## config.mk

```make
export PLATFORM = sky130hd
export DESIGN_NAME = carry_in_bin
export DESIGN_NICKNAME = d
export VERILOG_FILES = /design/src/rtl/carry_in_bin.sv
export SDC_FILE = /design/constraint.sdc
export NUM_CORES = 1
export LEC_CHECK = 0
export CELL_PAD_IN_SITES_DETAIL_PLACEMENT = 0
export CELL_PAD_IN_SITES_GLOBAL_PLACEMENT = 1
export CORE_UTILIZATION = 24
export DETAILED_ROUTE_END_ITERATION = 8
export GPL_TIMING_DRIVEN = 0
export PLACE_DENSITY = 0.8
export SYNTH_ARGS = -nofsm -noshare
export SYNTH_HDL_FRONTEND = slang
export SYNTH_SLANG_ARGS = --single-unit
```

## constraint.sdc

```tcl
create_clock -name clock -period 1.1 [get_ports clock]
set_clock_uncertainty 0.1 [all_clocks]
set_input_delay 0.22 -clock clock [delete_from_list [all_inputs] [get_ports clock]]
set_output_delay 0.22 -clock clock [all_outputs]
set_load 0.01 [all_outputs]
```

## src/rtl/carry_in_bin.sv

```systemverilog
// Recovers the per-bit carry-in vector of an adder from its operands and result.
// Latency: 1 cycle from in_valid to out_valid; results hold while in_valid is low.
// Backpressure: none; every valid input yields exactly one out_valid pulse.
//
// Ports:
//   clock, clear_n        - rising-edge clock, asynchronous active-low reset
//   in_valid, A, B, sum   - adder operands (B already inverted for subtract) and result
//   carry_out             - adder MSB carry-out (only with CARRY_IN_BIN_OVERFLOW_EN)
//   out_valid             - registered results updated this cycle
//   carries               - registered carry into each bit position
//   carries_ext           - carries resized to EXT_WIDTH (zero- or sign-extended, or truncated)
//   overflow              - registered signed overflow (only with CARRY_IN_BIN_OVERFLOW_EN)
//
// Optional feature macro: CARRY_IN_BIN_OVERFLOW_EN adds carry_out and overflow.

module carry_in_bin #(
    parameter int WORD_WIDTH = 9,
    parameter int EXT_WIDTH  = 9,
    parameter int SIGNED     = 0
) (
    input  logic                  clock,
    input  logic                  clear_n,
    input  logic                  in_valid,
    input  logic [WORD_WIDTH-1:0] A,
    input  logic [WORD_WIDTH-1:0] B,
    input  logic [WORD_WIDTH-1:0] sum,
`ifdef CARRY_IN_BIN_OVERFLOW_EN
    input  logic                  carry_out,
    output logic                  overflow,
`endif
    output logic                  out_valid,
    output logic [WORD_WIDTH-1:0] carries,
    output logic [EXT_WIDTH-1:0]  carries_ext
);

    // sum[i] = A[i] ^ B[i] ^ cin[i], so the carry into each bit falls out directly.
    logic [WORD_WIDTH-1:0] c;
    logic [EXT_WIDTH-1:0]  c_ext;

    assign c = A ^ B ^ sum;

    generate
        if (EXT_WIDTH > WORD_WIDTH) begin : g_pad
            logic [EXT_WIDTH-WORD_WIDTH-1:0] pad;
            // Sign extension replicates the carry into the MSB position.
            assign pad   = (SIGNED != 0) ? {(EXT_WIDTH-WORD_WIDTH){c[WORD_WIDTH-1]}}
                                         : '0;
            assign c_ext = {pad, c};
        end else begin : g_trunc
            assign c_ext = c[EXT_WIDTH-1:0];
        end
    endgenerate

    logic                  out_valid_q, out_valid_d;
    logic [WORD_WIDTH-1:0] carries_q, carries_d;
    logic [EXT_WIDTH-1:0]  carries_ext_q, carries_ext_d;

    always_comb begin
        out_valid_d   = in_valid;
        carries_d     = carries_q;
        carries_ext_d = carries_ext_q;
        if (in_valid) begin
            carries_d     = c;
            carries_ext_d = c_ext;
        end
    end

    always_ff @(posedge clock or negedge clear_n) begin
        if (!clear_n) begin
            out_valid_q   <= 1'b0;
            carries_q     <= '0;
            carries_ext_q <= '0;
        end else begin
            out_valid_q   <= out_valid_d;
            carries_q     <= carries_d;
            carries_ext_q <= carries_ext_d;
        end
    end

    assign out_valid   = out_valid_q;
    assign carries     = carries_q;
    assign carries_ext = carries_ext_q;

`ifdef CARRY_IN_BIN_OVERFLOW_EN
    // Signed overflow: carry into the MSB differs from carry out of the MSB.
    logic overflow_q, overflow_d;

    always_comb begin
        overflow_d = overflow_q;
        if (in_valid) begin
            overflow_d = c[WORD_WIDTH-1] ^ carry_out;
        end
    end

    always_ff @(posedge clock or negedge clear_n) begin
        if (!clear_n) begin
            overflow_q <= 1'b0;
        end else begin
            overflow_q <= overflow_d;
        end
    end

    assign overflow = overflow_q;
`endif

endmodule

```

---- Yosys cells after proc, flatten, opt, wreduce, memory -nomap -nowiden ----
Index checks and enable logic that the tools add are counted.
cells by class
  bitwise logic cells ..................... 2
operators by type and width
  kind       count
  9-bit XOR  2
word-level totals
  output and inout port bits .............. 19
  word-level logic and storage cells ...... 4
  flip-flop bits (word level) ............. 10
  bits of input ports ..................... 30

---- Depth between registers and ports, before layout ----
  depth after elaboration ................. 2
  gate-level depth with buffers ........... 2
  depth with buffers taken out ............ 2

---- Worst setup path after synthesis ----
OpenSTA, ideal clock, no wires.
  kind .................................... input -> register
  start point ............................. input B[0]
  end point ............................... register carries_q[0] (netlist: carries[0])
  stages .................................. 2
  buffers on the path ..................... 0
  data arrival time ....................... 0.835 ns
  setup slack ............................. 0.041 ns
  required time ........................... 0.875 ns
  library setup time ...................... 0.125 ns
  path through ............................ xor3_1 -> mux2_2
on the way
  cells in the longest elaborated chain, start to end .. 2
RTL lines
  element                  RTL line  text
  start, declared          25        input logic [WORD_WIDTH-1:0] B,
  9-bit XOR (2 in series)  40        assign c = A ^ B ^ sum;
  end signal, assigned     75        carries_q <= carries_d;
  end, declared            55        logic [WORD_WIDTH-1:0] carries_q, carries_d;
Every way passes these cells.
A chain may end at the register's enable or synchronous reset.

==> run_summary.xml <==
<?xml version="1.0" encoding="UTF-8"?>
<metrics>
  <group name="outcome">
    <metric name="status" unit="">finished with violations</metric>
    <metric name="violations" unit="">negative setup slack</metric>
  </group>
  <group name="timing">
    <metric name="setup_viol" unit="">19</metric>
    <metric name="final.period_utilization" unit="%">112</metric>
    <metric name="final_hold_viol_count" unit="">0</metric>
    <metric name="max_freq" unit="MHz">814</metric>
    <metric name="max_slew_margin" unit="%">70.3</metric>
    <metric name="rsz0062_at_grt" unit="">true</metric>
    <metric name="finalMaxSlewViolations" unit="">0</metric>
    <metric name="worst-slew-pin-transition" unit="ns">0.444</metric>
    <metric name="period_minus_slack" unit="ns">1.23</metric>
    <metric name="final.setup.worst_slack" unit="ns">-0.129</metric>
    <metric name="totalNegativeSetupSlack" unit="ns">-1.37</metric>
  </group>
  <group name="final_layout">
    <metric name="antenna_cells_inserted" unit="">0</metric>
    <metric name="final_cell_area" unit="um2">1240</metric>
    <metric name="syn_to_final_growth" unit="%">94.7</metric>
    <metric name="drive_gt1_share" unit="%">49.5</metric>
    <metric name="nFillCells" unit="">250</metric>
    <metric name="final_net_count" unit="">126</metric>
  </group>
  <group name="synthesis">
    <metric name="syn_inst" unit="">38</metric>
    <metric name="synth_cell_types" unit="">5</metric>
    <metric name="share_of_the_yosys_chip_area_belonging_to_registers" unit="%">39.2</metric>
    <metric name="syn-mean-instance-area" unit="um2">16.8</metric>
    <metric name="synth.top_cells.by_count" unit="">10 x sky130_fd_sc_hd__dfrtp_1, 9 x sky130_fd_sc_hd__buf_4, 9 x sky130_fd_sc_hd__mux2_2, 9 x sky130_fd_sc_hd__xor3_1, 1 x sky130_fd_sc_hd__clkbuf_2</metric>
    <metric name="yosys_most_used_dff" unit="">sky130_fd_sc_hd__dfrtp_1</metric>
    <metric name="most_used_standard_cell_by_instance_count_after_synthesis" unit="">sky130_fd_sc_hd__dfrtp_1</metric>
    <metric name="number_of_enable_type_register_cells_in_the_synthesized_netlist" unit="">0</metric>
    <metric name="netlist.area_leader.share" unit="%">39.2</metric>
    <metric name="synthTopCellsByArea" unit="">sky130_fd_sc_hd__dfrtp_1 39%, sky130_fd_sc_hd__xor3_1 34%, sky130_fd_sc_hd__mux2_2 16%</metric>
    <metric name="ys_seq_elements" unit="">10</metric>
    <metric name="async_reset_ff_share" unit="%">100</metric>
    <metric name="synthesis.area" unit="um2">638</metric>
    <metric name="syn_nets" unit="">68</metric>
    <metric name="yosysWarnings" unit="">0</metric>
    <metric name="post-synth-top-area-cell" unit="">sky130_fd_sc_hd__dfrtp_1</metric>
  </group>
  <group name="critical_path">
    <metric name="critical_path.max_stage_delay" unit="ns">0.41</metric>
    <metric name="timing.critical_path.cells" unit="">buf_6, buf_6</metric>
    <metric name="crit_path_start_kind" unit="">flop</metric>
    <metric name="crit_arrival" unit="ns">0.91</metric>
    <metric name="setup.worst_path.class" unit="">flop to output port</metric>
    <metric name="critPathMostFrequentCell" unit="">sky130_fd_sc_hd__buf_6</metric>
    <metric name="worst_path_max_delay_cell" unit="">sky130_fd_sc_hd__dfrtp_1</metric>
    <metric name="critical_path.top_delay_family" unit="">flip-flops</metric>
    <metric name="required" unit="ns">0.78</metric>
    <metric name="endpoint_kind" unit="">output port</metric>
    <metric name="cp_num_buf_inv" unit="">2</metric>
    <metric name="worstPathMaxFanout" unit="">3</metric>
  </group>
  <group name="power_and_ir_drop">
    <metric name="worst_voltage_drop_across_the_vdd_grid" unit="mV">1.14</metric>
    <metric name="fin_total_pwr" unit="mW">1.61</metric>
    <metric name="power-per-cell-area" unit="nW/um2">1300</metric>
    <metric name="static_leak" unit="nW">0.683</metric>
  </group>
  <group name="clock_tree">
    <metric name="cts-buffers-inserted" unit="">3</metric>
    <metric name="clk_pin_slew" unit="ns">0.07</metric>
    <metric name="cts_tree" unit="">built</metric>
    <metric name="clock_tree.buffer_depth" unit="">2</metric>
    <metric name="h-tree-depth" unit="">1</metric>
    <metric name="clk-insertion-delay-late" unit="ns">0.26</metric>
    <metric name="root_buffer" unit="">sky130_fd_sc_hd__clkbuf_4</metric>
    <metric name="clock-sinks" unit="">10</metric>
  </group>
  <group name="floorplanning">
    <metric name="die_w" unit="um">53.6</metric>
    <metric name="die_height" unit="um">53.6</metric>
    <metric name="core_area" unit="um2">2500</metric>
    <metric name="boundaryPins" unit="">49</metric>
    <metric name="core.rowCount" unit="">18</metric>
    <metric name="floorplan.initialDensity" unit="%">25.5</metric>
    <metric name="fp.dieArea" unit="um2">2870</metric>
  </group>
  <group name="drt">
    <metric name="dr.first_iter.drc_count" unit="">1</metric>
    <metric name="drt-wirelength-per-cell" unit="um">12.6</metric>
    <metric name="drt-pass1-iter-count" unit="">3</metric>
    <metric name="number_of_vias_in_the_routed_layout" unit="">496</metric>
    <metric name="drtAntennaViolNets" unit="">0</metric>
    <metric name="vias_per_cell" unit="">3.97</metric>
    <metric name="totalWireLength" unit="um">1570</metric>
    <metric name="drt_drc_violations_left" unit="">0</metric>
  </group>
  <group name="global_routing">
    <metric name="grt_first_pass_wirelength" unit="um">2330</metric>
    <metric name="grt_overflow_total" unit="">0</metric>
    <metric name="first_global_vias" unit="">518</metric>
    <metric name="gr-usage-all-layers" unit="%">11.6</metric>
    <metric name="antenna_violations_before_repair" unit="">0</metric>
    <metric name="grt_start_max_net_pins" unit="">11</metric>
  </group>
  <group name="worst_hold_path">
    <metric name="timing.hold.worst.class" unit="">input port to asynchronous set/reset pin</metric>
  </group>
  <group name="place">
    <metric name="placed_area" unit="um2">1160</metric>
    <metric name="place.gp.congestion" unit="">0.619</metric>
    <metric name="hpwl" unit="um">1110</metric>
    <metric name="portBuffers" unit="">48</metric>
  </group>
  <group name="flow_run">
    <metric name="drv.max_cap_violation_count" unit="">0</metric>
  </group>
</metrics>
sequential cells by signal (all words and copies together), names as in the netlist:
signal,flops
carries,9
out_valid,1
routing by layer:
metal	vias up	global-route usage, %	share of wire, %
met4	0	1.32	0
met2	22	21.5	53
met3	0	4.52	7.4
li1	238	-	-
met5	-	0	0
met1	236	12.8	39
layout by cell type (no fill, tap or decap):
cell type,synthesis,layout
sky130_fd_sc_hd__clkbuf_8,0,3
sky130_fd_sc_hd__clkdlybuf4s50_1,0,1
sky130_fd_sc_hd__buf_2,0,10
sky130_fd_sc_hd__clkbuf_4,0,3
sky130_fd_sc_hd__buf_4,9,3
sky130_fd_sc_hd__mux2_4,0,9
sky130_fd_sc_hd__dlygate4sd2_1,0,28
sky130_fd_sc_hd__xor3_1,9,9
sky130_fd_sc_hd__buf_6,0,19
sky130_fd_sc_hd__dfrtp_1,10,10
timing repair:
action                     in CTS  in global routing
gates cloned                    1                  0
hold buffers                    0                  0
setup buffers                   3                  1
pin swaps                       9                  0
setup endpoints to repair      28                 19
resized for setup             131                  4
stage by stage:
stage,hold slack [ns],setup slack [ns],cells,util [%]
3_5_place_dp,0.426,-0.487,116,46.2
6_report,0.163,-0.129,125,49.7
4_1_cts,0.175,-0.146,124,48.8
2_1_floorplan,-0.176,0.0408,38,-
5_1_grt,0.178,-0.169,125,49.7
3_3_place_gp,0.417,-0.456,116,46.2
power by group:
part	total, mW	switching, mW	leakage (nW)	internal (mW)
clock network	0.325	0.124	0.0210	0.201
registers	0.500	0.0632	0.117	0.436
logic	0.789	0.235	0.545	0.554
total	1.61	0.422	0.683	1.19
logic make-up (layout without fill, tap and decap cells):
kind of cell,count (synthesis),after routing,share of synthesized area (%)
DFF,10,10,39.2
xor gates and xnor gates,9,9,33.5
muxes,9,9,15.9
buffers and inverters,10,67,11.4
final cells by class:
| type | instances | area [um2] | share of cell area (%) |
|---|---|---|---|
| clock buffers | 4 | 36.3 | 2.92 |
| repair buffers | 53 | 454 | 36.6 |
| multi-input cells | 18 | 349 | 28.1 |
| flip-flops and latches | 10 | 250 | 20.1 |
| plain buffers | 10 | 115 | 9.26 |
| well taps | 30 | 37.5 | 3.02 |
worst reg2reg max path, cell delays in order, from the launching register on:
cell                      delay, ns
sky130_fd_sc_hd__dfrtp_1       0.41
sky130_fd_sc_hd__buf_4         0.14
sky130_fd_sc_hd__buf_6         0.10
sky130_fd_sc_hd__mux2_4        0.25
worst paths after layout:
check                            from              to  slack, ns  cells after the start
min in group clock           in_valid       out_valid       0.19                      1
hold reg to reg            carries[3]      carries[3]       0.46                      1
hold / removal                clear_n      carries[1]       0.16                      1
setup / recovery           carries[1]  carries_ext[1]      -0.13                      2
max in group asynchronous     clear_n       out_valid       0.42                      1
setup reg to reg           carries[8]      carries[8]      -0.02                      3
Note: power is estimated with default switching activity, not from simulation.
